### src/rtl/sdrc_wbm_pkg.sv
// sdrc_wbm_pkg
// Shared types and constants for the Wishbone burst initiator that feeds
// the SDRAM controller's Wishbone slave port.
//   wbm_state_e : burst sequencer states
//   CTI_*       : Wishbone cycle type identifiers used on wb_cti_o
//   ADDR_STEP   : byte increment between beats of an incrementing burst
package sdrc_wbm_pkg;

    typedef enum logic [1:0] {
        IDLE = 2'd0,
        WR   = 2'd1,
        RD   = 2'd2,
        FIN  = 2'd3
    } wbm_state_e;

    localparam logic [2:0] CTI_CLASSIC = 3'b000;
    localparam logic [2:0] CTI_INCR    = 3'b010;
    localparam logic [2:0] CTI_EOB     = 3'b111;

    localparam int ADDR_STEP = 4;

endpackage

### src/rtl/sdrc_wb_master_if.sv
// sdrc_wb_master_if
// Wishbone bus bundle between the burst initiator (master) and the SDRAM
// controller's slave port.
//   wb_cyc_o, wb_stb_o, wb_we_o : cycle, strobe, write enable
//   wb_addr_o [APP_AW]          : byte address
//   wb_dat_o  [DW]              : write data
//   wb_sel_o  [DW/8]            : byte lane selects
//   wb_cti_o  [3]               : cycle type identifier
//   wb_ack_i, wb_dat_i [DW]     : acknowledge and read data from the slave
interface sdrc_wb_master_if #(
    parameter int APP_AW = 26,
    parameter int DW     = 32
) ();

    logic              wb_cyc_o;
    logic              wb_stb_o;
    logic              wb_we_o;
    logic [APP_AW-1:0] wb_addr_o;
    logic [DW-1:0]     wb_dat_o;
    logic [DW/8-1:0]   wb_sel_o;
    logic [2:0]        wb_cti_o;
    logic              wb_ack_i;
    logic [DW-1:0]     wb_dat_i;

    modport master (
        output wb_cyc_o, wb_stb_o, wb_we_o, wb_addr_o, wb_dat_o, wb_sel_o, wb_cti_o,
        input  wb_ack_i, wb_dat_i
    );

    modport slave (
        input  wb_cyc_o, wb_stb_o, wb_we_o, wb_addr_o, wb_dat_o, wb_sel_o, wb_cti_o,
        output wb_ack_i, wb_dat_i
    );

endinterface

### src/rtl/sdrc_wbm_timeout.sv
// sdrc_wbm_timeout
// Ack watchdog for the burst initiator. Counts cycles in which a strobe is
// outstanding without an acknowledge; any ack or leaving the burst clears it.
//   clk, rst_n : clock, asynchronous active-low reset
//   clear      : hold the counter at zero (master not in a burst)
//   stb, ack   : strobe presented / strobe acknowledged this cycle
//   expired    : counter has reached TIMEOUT_CYC
module sdrc_wbm_timeout #(
    parameter int TIMEOUT_CYC = 1024
) (
    input  logic clk,
    input  logic rst_n,
    input  logic clear,
    input  logic stb,
    input  logic ack,
    output logic expired
);

    localparam logic [15:0] LIMIT = 16'(TIMEOUT_CYC);

    logic [15:0] wait_cnt;

    // Saturating counter so a very long stall can never wrap back below the limit.
    always_ff @(posedge clk or negedge rst_n) begin
        if (!rst_n) begin
            wait_cnt <= 16'd0;
        end else if (clear || ack) begin
            wait_cnt <= 16'd0;
        end else if (stb && (wait_cnt != 16'hFFFF)) begin
            wait_cnt <= wait_cnt + 16'd1;
        end
    end

    assign expired = (wait_cnt >= LIMIT);

endmodule

### src/rtl/sdrc_wb_master.sv
// sdrc_wb_master
// Wishbone burst initiator driving the SDRAM controller's slave port.
// Accepts read/write burst commands on a valid/ready port and runs them as
// incrementing Wishbone bursts; write data is pulled from a stream, read
// data is pushed out on a stream without backpressure.
//   wb_clk_i, wb_resetn         : clock, asynchronous active-low reset
//   cmd_valid/cmd_ready         : command handshake
//   cmd_we, cmd_addr, cmd_len   : direction, start byte address, beats (0 = 256)
//   wdata_valid/wdata_ready/wdata : write data stream (consumed on ack)
//   rdata_valid, rdata          : read data stream, one cycle after each ack
//   done                        : pulse after the last beat of a burst
//   err                         : pulse when a burst is aborted by the watchdog
//   wb                          : Wishbone master bundle
// Optional feature macro: SDRC_WBM_TIMEOUT_EN enables the ack watchdog
// (limit TIMEOUT_CYC); without it the master waits indefinitely for acks.
module sdrc_wb_master
    import sdrc_wbm_pkg::*;
#(
    parameter int APP_AW      = 26,
    parameter int DW          = 32,
    parameter int TIMEOUT_CYC = 1024
) (
    input  logic              wb_clk_i,
    input  logic              wb_resetn,
    input  logic              cmd_valid,
    output logic              cmd_ready,
    input  logic              cmd_we,
    input  logic [APP_AW-1:0] cmd_addr,
    input  logic [7:0]        cmd_len,
    input  logic              wdata_valid,
    output logic              wdata_ready,
    input  logic [DW-1:0]     wdata,
    output logic              rdata_valid,
    output logic [DW-1:0]     rdata,
    output logic              done,
    output logic              err,
    sdrc_wb_master_if.master  wb
);

    localparam logic [APP_AW-1:0] ADDR_MASK = ~APP_AW'(3);
    localparam logic [APP_AW-1:0] STEP      = APP_AW'(ADDR_STEP);

    wbm_state_e        state, state_next;
    logic              we_q;
    logic [APP_AW-1:0] addr_q;
    logic [8:0]        beat_cnt;
    logic [DW-1:0]     rdata_q;
    logic              rdata_valid_q;

    logic              cyc, stb, bus_ack, abort, timeout;
    logic [2:0]        cti;
    logic [DW-1:0]     dat_out;

    wire busy = (state == WR) || (state == RD);
    wire last = (beat_cnt == 9'd1);

    always_ff @(posedge wb_clk_i or negedge wb_resetn) begin
        if (!wb_resetn) begin
            state <= IDLE;
        end else begin
            state <= state_next;
        end
    end

    // An ack only counts while a strobe is out; in WR the strobe follows wdata_valid.
    always_comb begin
        state_next  = state;
        cmd_ready   = 1'b0;
        cyc         = 1'b0;
        stb         = 1'b0;
        cti         = CTI_CLASSIC;
        done        = 1'b0;
        wdata_ready = 1'b0;
        dat_out     = '0;
        bus_ack     = 1'b0;
        abort       = 1'b0;
        case (state)
            IDLE: begin
                cmd_ready = wb_resetn;
                if (cmd_valid) begin
                    state_next = cmd_we ? WR : RD;
                end
            end
            WR: begin
                cyc         = 1'b1;
                stb         = wdata_valid;
                dat_out     = wdata;
                cti         = last ? CTI_EOB : CTI_INCR;
                bus_ack     = wb.wb_ack_i && wdata_valid;
                wdata_ready = bus_ack;
                abort       = timeout && !bus_ack;
                if (bus_ack && last) begin
                    state_next = FIN;
                end else if (abort) begin
                    state_next = IDLE;
                end
            end
            RD: begin
                cyc     = 1'b1;
                stb     = 1'b1;
                cti     = last ? CTI_EOB : CTI_INCR;
                bus_ack = wb.wb_ack_i;
                abort   = timeout && !bus_ack;
                if (bus_ack && last) begin
                    state_next = FIN;
                end else if (abort) begin
                    state_next = IDLE;
                end
            end
            FIN: begin
                done       = 1'b1;
                state_next = IDLE;
            end
            default: state_next = IDLE;
        endcase
    end

    // Command latch and per-beat address/count advance; address wraps at 2^APP_AW.
    always_ff @(posedge wb_clk_i or negedge wb_resetn) begin
        if (!wb_resetn) begin
            we_q     <= 1'b0;
            addr_q   <= '0;
            beat_cnt <= 9'd0;
        end else if ((state == IDLE) && cmd_valid) begin
            we_q     <= cmd_we;
            addr_q   <= cmd_addr & ADDR_MASK;
            beat_cnt <= (cmd_len == 8'd0) ? 9'd256 : {1'b0, cmd_len};
        end else if (bus_ack) begin
            addr_q   <= addr_q + STEP;
            beat_cnt <= beat_cnt - 9'd1;
        end
    end

    always_ff @(posedge wb_clk_i or negedge wb_resetn) begin
        if (!wb_resetn) begin
            rdata_q       <= '0;
            rdata_valid_q <= 1'b0;
        end else begin
            rdata_valid_q <= (state == RD) && bus_ack;
            if ((state == RD) && bus_ack) begin
                rdata_q <= wb.wb_dat_i;
            end
        end
    end

`ifdef SDRC_WBM_TIMEOUT_EN
    logic err_q;

    sdrc_wbm_timeout #(
        .TIMEOUT_CYC (TIMEOUT_CYC)
    ) u_timeout (
        .clk     (wb_clk_i),
        .rst_n   (wb_resetn),
        .clear   (!busy),
        .stb     (stb),
        .ack     (bus_ack),
        .expired (timeout)
    );

    // err lines up with the cycle in which cyc has already dropped.
    always_ff @(posedge wb_clk_i or negedge wb_resetn) begin
        if (!wb_resetn) begin
            err_q <= 1'b0;
        end else begin
            err_q <= abort;
        end
    end

    assign err = err_q;
`else
    logic [15:0] unused_timeout_cyc;

    assign unused_timeout_cyc = 16'(TIMEOUT_CYC);
    assign timeout            = 1'b0;
    assign err                = 1'b0;
`endif

    assign wb.wb_cyc_o  = cyc;
    assign wb.wb_stb_o  = stb;
    assign wb.wb_we_o   = we_q;
    assign wb.wb_addr_o = addr_q;
    assign wb.wb_dat_o  = dat_out;
    assign wb.wb_sel_o  = {(DW/8){cyc}};
    assign wb.wb_cti_o  = cti;

    assign rdata       = rdata_q;
    assign rdata_valid = rdata_valid_q;

endmodule

### src/flat_wrapper.sv
// flat-port wrapper written by rule: the top's interface ports become plain ports
module sdrc_wb_master_flat import sdrc_wbm_pkg::*;
#(
    parameter int APP_AW      = 26,
    parameter int DW          = 32,
    parameter int TIMEOUT_CYC = 1024
)
  (wb_clk_i, wb_resetn, cmd_valid, cmd_ready, cmd_we, cmd_addr, cmd_len, wdata_valid, wdata_ready, wdata, rdata_valid, rdata, done, err, wb_wb_cyc_o, wb_wb_stb_o, wb_wb_we_o, wb_wb_addr_o, wb_wb_dat_o, wb_wb_sel_o, wb_wb_cti_o, wb_wb_ack_i, wb_wb_dat_i);
  sdrc_wb_master_if #(.APP_AW(APP_AW), .DW(DW)) wb_i ();
  input  logic wb_clk_i;
  input  logic wb_resetn;
  input  logic cmd_valid;
  output logic cmd_ready;
  input  logic cmd_we;
  input  logic [APP_AW-1:0] cmd_addr;
  input  logic [7:0] cmd_len;
  input  logic wdata_valid;
  output logic wdata_ready;
  input  logic [DW-1:0] wdata;
  output logic rdata_valid;
  output logic [DW-1:0] rdata;
  output logic done;
  output logic err;
  output wire logic [$bits(wb_i.wb_cyc_o)-1:0] wb_wb_cyc_o;
  output wire logic [$bits(wb_i.wb_stb_o)-1:0] wb_wb_stb_o;
  output wire logic [$bits(wb_i.wb_we_o)-1:0] wb_wb_we_o;
  output wire logic [$bits(wb_i.wb_addr_o)-1:0] wb_wb_addr_o;
  output wire logic [$bits(wb_i.wb_dat_o)-1:0] wb_wb_dat_o;
  output wire logic [$bits(wb_i.wb_sel_o)-1:0] wb_wb_sel_o;
  output wire logic [$bits(wb_i.wb_cti_o)-1:0] wb_wb_cti_o;
  input wire logic [$bits(wb_i.wb_ack_i)-1:0] wb_wb_ack_i;
  input wire logic [$bits(wb_i.wb_dat_i)-1:0] wb_wb_dat_i;
  assign wb_wb_cyc_o = wb_i.wb_cyc_o;
  assign wb_wb_stb_o = wb_i.wb_stb_o;
  assign wb_wb_we_o = wb_i.wb_we_o;
  assign wb_wb_addr_o = wb_i.wb_addr_o;
  assign wb_wb_dat_o = wb_i.wb_dat_o;
  assign wb_wb_sel_o = wb_i.wb_sel_o;
  assign wb_wb_cti_o = wb_i.wb_cti_o;
  assign wb_i.wb_ack_i = wb_wb_ack_i;
  assign wb_i.wb_dat_i = wb_wb_dat_i;
  sdrc_wb_master #(.APP_AW(APP_AW), .DW(DW), .TIMEOUT_CYC(TIMEOUT_CYC)) u_core (.wb_clk_i(wb_clk_i), .wb_resetn(wb_resetn), .cmd_valid(cmd_valid), .cmd_ready(cmd_ready), .cmd_we(cmd_we), .cmd_addr(cmd_addr), .cmd_len(cmd_len), .wdata_valid(wdata_valid), .wdata_ready(wdata_ready), .wdata(wdata), .rdata_valid(rdata_valid), .rdata(rdata), .done(done), .err(err), .wb(wb_i));
endmodule
### config.mk
export PLATFORM = sky130hd
export DESIGN_NAME = sdrc_wb_master_flat
export DESIGN_NICKNAME = d
export VERILOG_FILES = /design/src/rtl/sdrc_wbm_pkg.sv /design/src/rtl/sdrc_wb_master_if.sv /design/src/rtl/sdrc_wbm_timeout.sv /design/src/rtl/sdrc_wb_master.sv /design/src/flat_wrapper.sv
export SDC_FILE = /design/constraint.sdc
export NUM_CORES = 1
export LEC_CHECK = 0
export ABC_AREA = 0
export CAP_MARGIN = 10
export CORE_AREA = 2 2 102 104
export DETAILED_ROUTE_END_ITERATION = 7
export DIE_AREA = 0 0 104 106
export GPL_ROUTABILITY_DRIVEN = 0
export GPL_TIMING_DRIVEN = 1
export PLACE_DENSITY = 0.86
export SLEW_MARGIN = 20
export SYNTH_ARGS = -nofsm -noshare
export SYNTH_HDL_FRONTEND = slang
export SYNTH_HIERARCHICAL = 1
export SYNTH_SLANG_ARGS = --single-unit
### constraint.sdc
create_clock -name wb_clk_i -period 2.8 [get_ports wb_clk_i]
set_input_delay 0.42 -clock wb_clk_i [delete_from_list [all_inputs] [get_ports wb_clk_i]]
set_output_delay 0.42 -clock wb_clk_i [all_outputs]
set_load 0.02 [all_outputs]
Word level (Yosys, flattened, before mapping)

Cells that the tools add are included.

$add $sub $neg: 2
Eq/ne operators: 7
Mux-type cells: 19
Reduce and logical (&&, ||, !) cells: 10

Operator list:

| cell                                                                   | count |
|---|---|
| 26-bit two-way mux                                                     | 2 |
| 32-bit two-way mux                                                     | 1 |
| 9-bit two-way mux                                                      | 3 |
| 26-bit by 3-bit adder with 26-bit output (second input constant)       | 1 |
| 9-bit by 1-bit equality test with 1-bit output (second input constant) | 1 |
| 9-bit by 1-bit subtractor with 9-bit output (second input constant)    | 1 |
| 8-bit logical NOT                                                      | 1 |
| 2-bit two-way mux                                                      | 4 |
| 2-bit one-hot mux with 4 select lines                                  | 1 |
| 3-bit two-way mux                                                      | 2 |
| 2-bit != test (second input constant)                                  | 3 |
| 1-bit logical AND                                                      | 5 |
| 2-bit equality test (second input constant)                            | 2 |
| 1-bit two-way mux                                                      | 4 |
| 1-bit one-hot mux with 2 select lines                                  | 2 |
| 3-bit AND reduction                                                    | 1 |
| 2-bit by 1-bit equality test with 1-bit output (second input constant) | 1 |
| 2-bit logical NOT                                                      | 1 |
| 2-bit nonzero test                                                     | 1 |
| 2-bit OR reduction                                                     | 1 |

Register bits: 71
Input port bits: 104
Output and inout bits: 105
Word-level logic and storage cells: 44

Depth between registers and ports, before layout

Depth after elaboration: 4
Mapped depth: 9
Depth with buffers taken out: 6

Worst setup path before layout

No wires, ideal clock.

Kind: register -> register
From: reg u_core.state[0]
To: reg u_core.addr_q[21], in the netlist u_core/wb.wb_addr_o[21]
Setup time: 0.082 ns
Data arrival time: 2.235 ns
Data required time: 2.718 ns
Slack: 0.483 ns
Cell stages (with the launch flop): 8
Path buffers: 1
Period minus slack after synthesis: 2.317 ns
Cells stage by stage: dfrtp_1 inv_1 ha_1 nand2_1 or3_4 buf_6 or4_1 a31oi_1

Longest elaborated chain between the ends: 3
Elaborated cells between the ends (all ways): 7
Classes of those cells: 2 x eq/ne; 2 x mux; 3 x reduce/logical

RTL lines:

| element                                                                           | RTL line                                    | text |
|---|---|---|
| start, declared                                                                   | sdrc_wb_master.sv:43                        | `wbm_state_e state, state_next;` |
| start signal, assigned                                                            | sdrc_wb_master.sv:61                        | `state <= state_next;` |
| 2-bit equality test (tied with other cells)                                       | --                                          |  |
| 1-bit one-hot mux with 2 select lines / 1-bit logical AND (equally long branches) | sdrc_wb_master.sv:77, sdrc_wb_master.sv:124 |  |
| 2-bit nonzero test (no source line) / 26-bit two-way mux (equally long branches)  | --                                          |  |
| end signal, assigned                                                              | sdrc_wb_master.sv:126                       | `addr_q <= cmd_addr & ADDR_MASK;` |
| end signal, assigned                                                              | sdrc_wb_master.sv:129                       | `addr_q <= addr_q + STEP;` |
| end, declared                                                                     | sdrc_wb_master.sv:45                        | `logic [APP_AW-1:0] addr_q;` |

Several ways; a longest one is shown, not always the timed one.
A chain may end at the register's enable or synchronous reset.

Final worst setup path

From: reg u_core.state[0]
To: out wb_wb_cti_o[2]

Longest elaborated chain between the ends: 3
Elaborated cells between the ends (all ways): 4
Classes of those cells: 2 x eq/ne; 1 x mux; 1 x reduce/logical

RTL lines:

| element                                                                                      | RTL line           | text |
|---|---|---|
| 2-bit equality test / 2-bit by 1-bit equality test with 1-bit output (equally long branches) | --                 |  |
| 2-bit OR reduction (no source line) *                                                        | --                 |  |
| 3-bit two-way mux *                                                                          | --                 |  |
| end, declared                                                                                | flat_wrapper.sv:30 | `output wire logic [$bits(wb_i.wb_cti_o)-1:0] wb_wb_cti_o;` |

Mark *: on every way between the ends. The rest lies on a longest branch, timed or not.

==> metrics <==
slew of the pin with the lowest slew margin=0.895 ns; Worst setup EP type=output port; cell taking the most area after synthesis=dfrtp_1; largest vdd supply drop=498 µV; die area=11000 µm²; Pwr Density=1120 nW/µm²; Vias=3558; Port Buffer Count=203; Seq/Total Area, Yosys=between 40% and 50%; DR vias/cell=5.05; Reg power frac=28.3%; hold buffers post-CTS=0; Initial DRC Count=188; Synth cell types=40; area fraction of the dominant cell type after synthesis=45.7%; Final period util=95.6%; switching power=approximately 2.8 mW; Worst Clk Skew=0.00703 ns; CTS clk-pin slew, worst paths=0.08 ns; initial antenna violation count=0; ANT nets after route=0; CP required=2.38 ns; Post-synth top cells=dfrtp_1 (69), and2_1 (37), mux2_2 (33); total CTS buffers=9; final hold violations=0; status=complete, no violations; largest net degree at the start of global routing=70; worst endpoint data arrival time=around 2.3 ns; Worst Hold Class=input pin to async pin; number of diodes=0; setup tns final=0 ns; clock root cell=clkbuf_8; Pre-antenna DRT Iters=4; mapped cell area=3780 µm²; final worst path period need=2.68 ns; post-synthesis register bit count=69; first-pass GRT wire length=17300 µm; total global routing overflow=0; DIE WIDTH=~100 µm; synth-to-layout area growth=62.2%; Gate power share=57.3%; layout cells sized above 1=10.9%; Initial Util=37.8%; slew margin rel.=40.3%; # setup viols final=0; fraction of registers with async set/reset=between 90% and 100%; Critical Path Source Type=flip-flop; Clock Tree Buf Depth=2; Ports=about 210; clk_lat worst skew=0.34 ns; Pint=4.05 mW; # Max-Cap Violations=0; synth top area cells=dfrtp_1 (46%), mux2_2 (9.8%), and2_1 (6.1%); setup repair after global routing missed its margin=false; vias in the first global route=3513; GR Util All Layers=about a fifth; CP Class=flip-flop to output port; number of synthesized flops with an enable pin=0; Syn Inst Count=369; Final Max Slew Viols=0; clk sink count=69; critical path peak fanout=13; Core Region=~10000 µm²; Post-Syn Area per Cell=10.2 µm²; Switching Fraction=slightly above 40%; final core occ=approximately 61%; Synth warnings=6; WL per Instance=15.8 µm; Clock power frac=approximately 14%; Leak=about 2.4 nW; CTS tree=yes; post-DP HPWL=8610 µm; die height=106 µm; CTS H-tree depth=3; ys flop type=dfrtp_1; Routed WL=approximately 11000 µm; Max Fclk=374 MHz; row cnt=37; DRC viols=0; most common cell in the synthesized netlist=dfrtp_1; nets=just under 700; # fillers=854
## layout by cell type, fill, tap and decap left out, types with 13 or more instances in the layout
cell	netlist	routed
mux2_2	33	33
o31ai_1	13	13
clkdlybuf4s50_1	0	202
o21ai_0	18	18
and2_1	37	37
or4_1	14	14
dfrtp_1	69	69
nor2_1	20	20
a31oi_1	17	17
nand2_1	30	30
## worst paths after layout
check / start / endpoint / slack [ns] / cells past startpoint
min in group wb_clk_i: u_core/wb.wb_we_o$_DFFE_PN0P_ / u_core/wb.wb_we_o$_DFFE_PN0P_ / 0.48 / 2
max: u_core/state[0]$_DFFE_PN0P_ / wb_wb_cti_o[2] / 0.12 / 4
max in group asynchronous: wb_resetn / u_core/rdata[30]$_DFFE_PN0P_ / 1.88 / 2
min: wb_resetn / u_core/wb.wb_addr_o[21]$_DFFE_PN0P_ / 0.32 / 2
min reg2reg: u_core/wb.wb_we_o$_DFFE_PN0P_ / u_core/wb.wb_we_o$_DFFE_PN0P_ / 0.48 / 2
max reg2reg: u_core/state[0]$_DFFE_PN0P_ / u_core/wb.wb_addr_o[24]$_DFFE_PN0P_ / 0.26 / 6
## final cells by class
cell class                      instances  area, µm²  area share (%)
Sequential cell                        69       1730            28.2
Clock inverter                          6        110            1.80
Timing Repair Buffer                  211       2090            34.1
Tap cell                              136        170            2.78
Inverter                                8       30.0           0.490
Multi-Input combinational cell        265       1860            30.4
Clock buffer                           10        138            2.25
## registers in the layout, indices dropped and copies added, names as in the netlist
| name | count |
|---|---|
| u_core/rdata | 32 |
| u_core/wb.wb_we_o | 1 |
| u_core/state | 2 |
| u_core/beat_cnt | 9 |
| u_core/wb.wb_addr_o | 24 |
| u_core/rdata_valid | 1 |
## worst max-delay path, stage by stage, from the launching register on
cell and delay (ns):
dfrtp_1 0.39, inv_1 0.10, ha_1 0.55, and3_1 0.26, clkdlybuf4s50_1 0.62
## per-stage QoR
stage	total power [mW]	std cells	setup WS, ns	instance area [µm²]	hold WS, ns
finish	6.88	705	0.124	6120	0.325
global route	7.25	705	0.00410	6120	0.408
floorplan	4.14	371	0.483	3780	0.124
global placement	5.75	689	0.400	5870	0.470
CTS	6.93	705	0.0954	6120	0.357
detailed placement	5.91	689	0.343	5870	0.465
## logic make-up after synthesis
family          Yosys count  share of synthesized area, %
compound gates           56                          9.81
other cells               1                        0.0993
mux                      37                          10.9
xor+xnor                 14                          3.25
flops                    69                          45.7
fa+ha+maj                 8                          2.65
simple gates            147                          22.3
buf+inv                  37                          5.24
## timing repair
action                                  4_1_cts  5_1_grt
endpoints found under the setup margin        0        1
setup buffers                                 0        0
resized for setup                             0        1
## power groups by stage
stage,clock [mW],sequential (mW),combinational (mW)
2_1_floorplan,0,2.38,1.75
3_3_place_gp,0,1.91,3.84
3_5_place_dp,0,1.96,3.95
4_1_cts,1.02,1.94,3.96
5_1_grt,1.06,2.02,4.17
6_report,0.993,1.95,3.94
## layer usage
| layer | global-route usage, % | vias to the layer above | part of all wire (%) |
|---|---|---|---|
| li1 | - | 1705 | - |
| met1 | 23.4 | 1741 | 42 |
| met2 | 35.1 | 99 | 52 |
| met3 | 5.09 | 13 | 5.2 |
| met4 | 5.02 | 0 | 1.1 |
| met5 | 0 | - | 0 |
Note: power is estimated with default switching activity, not from simulation.
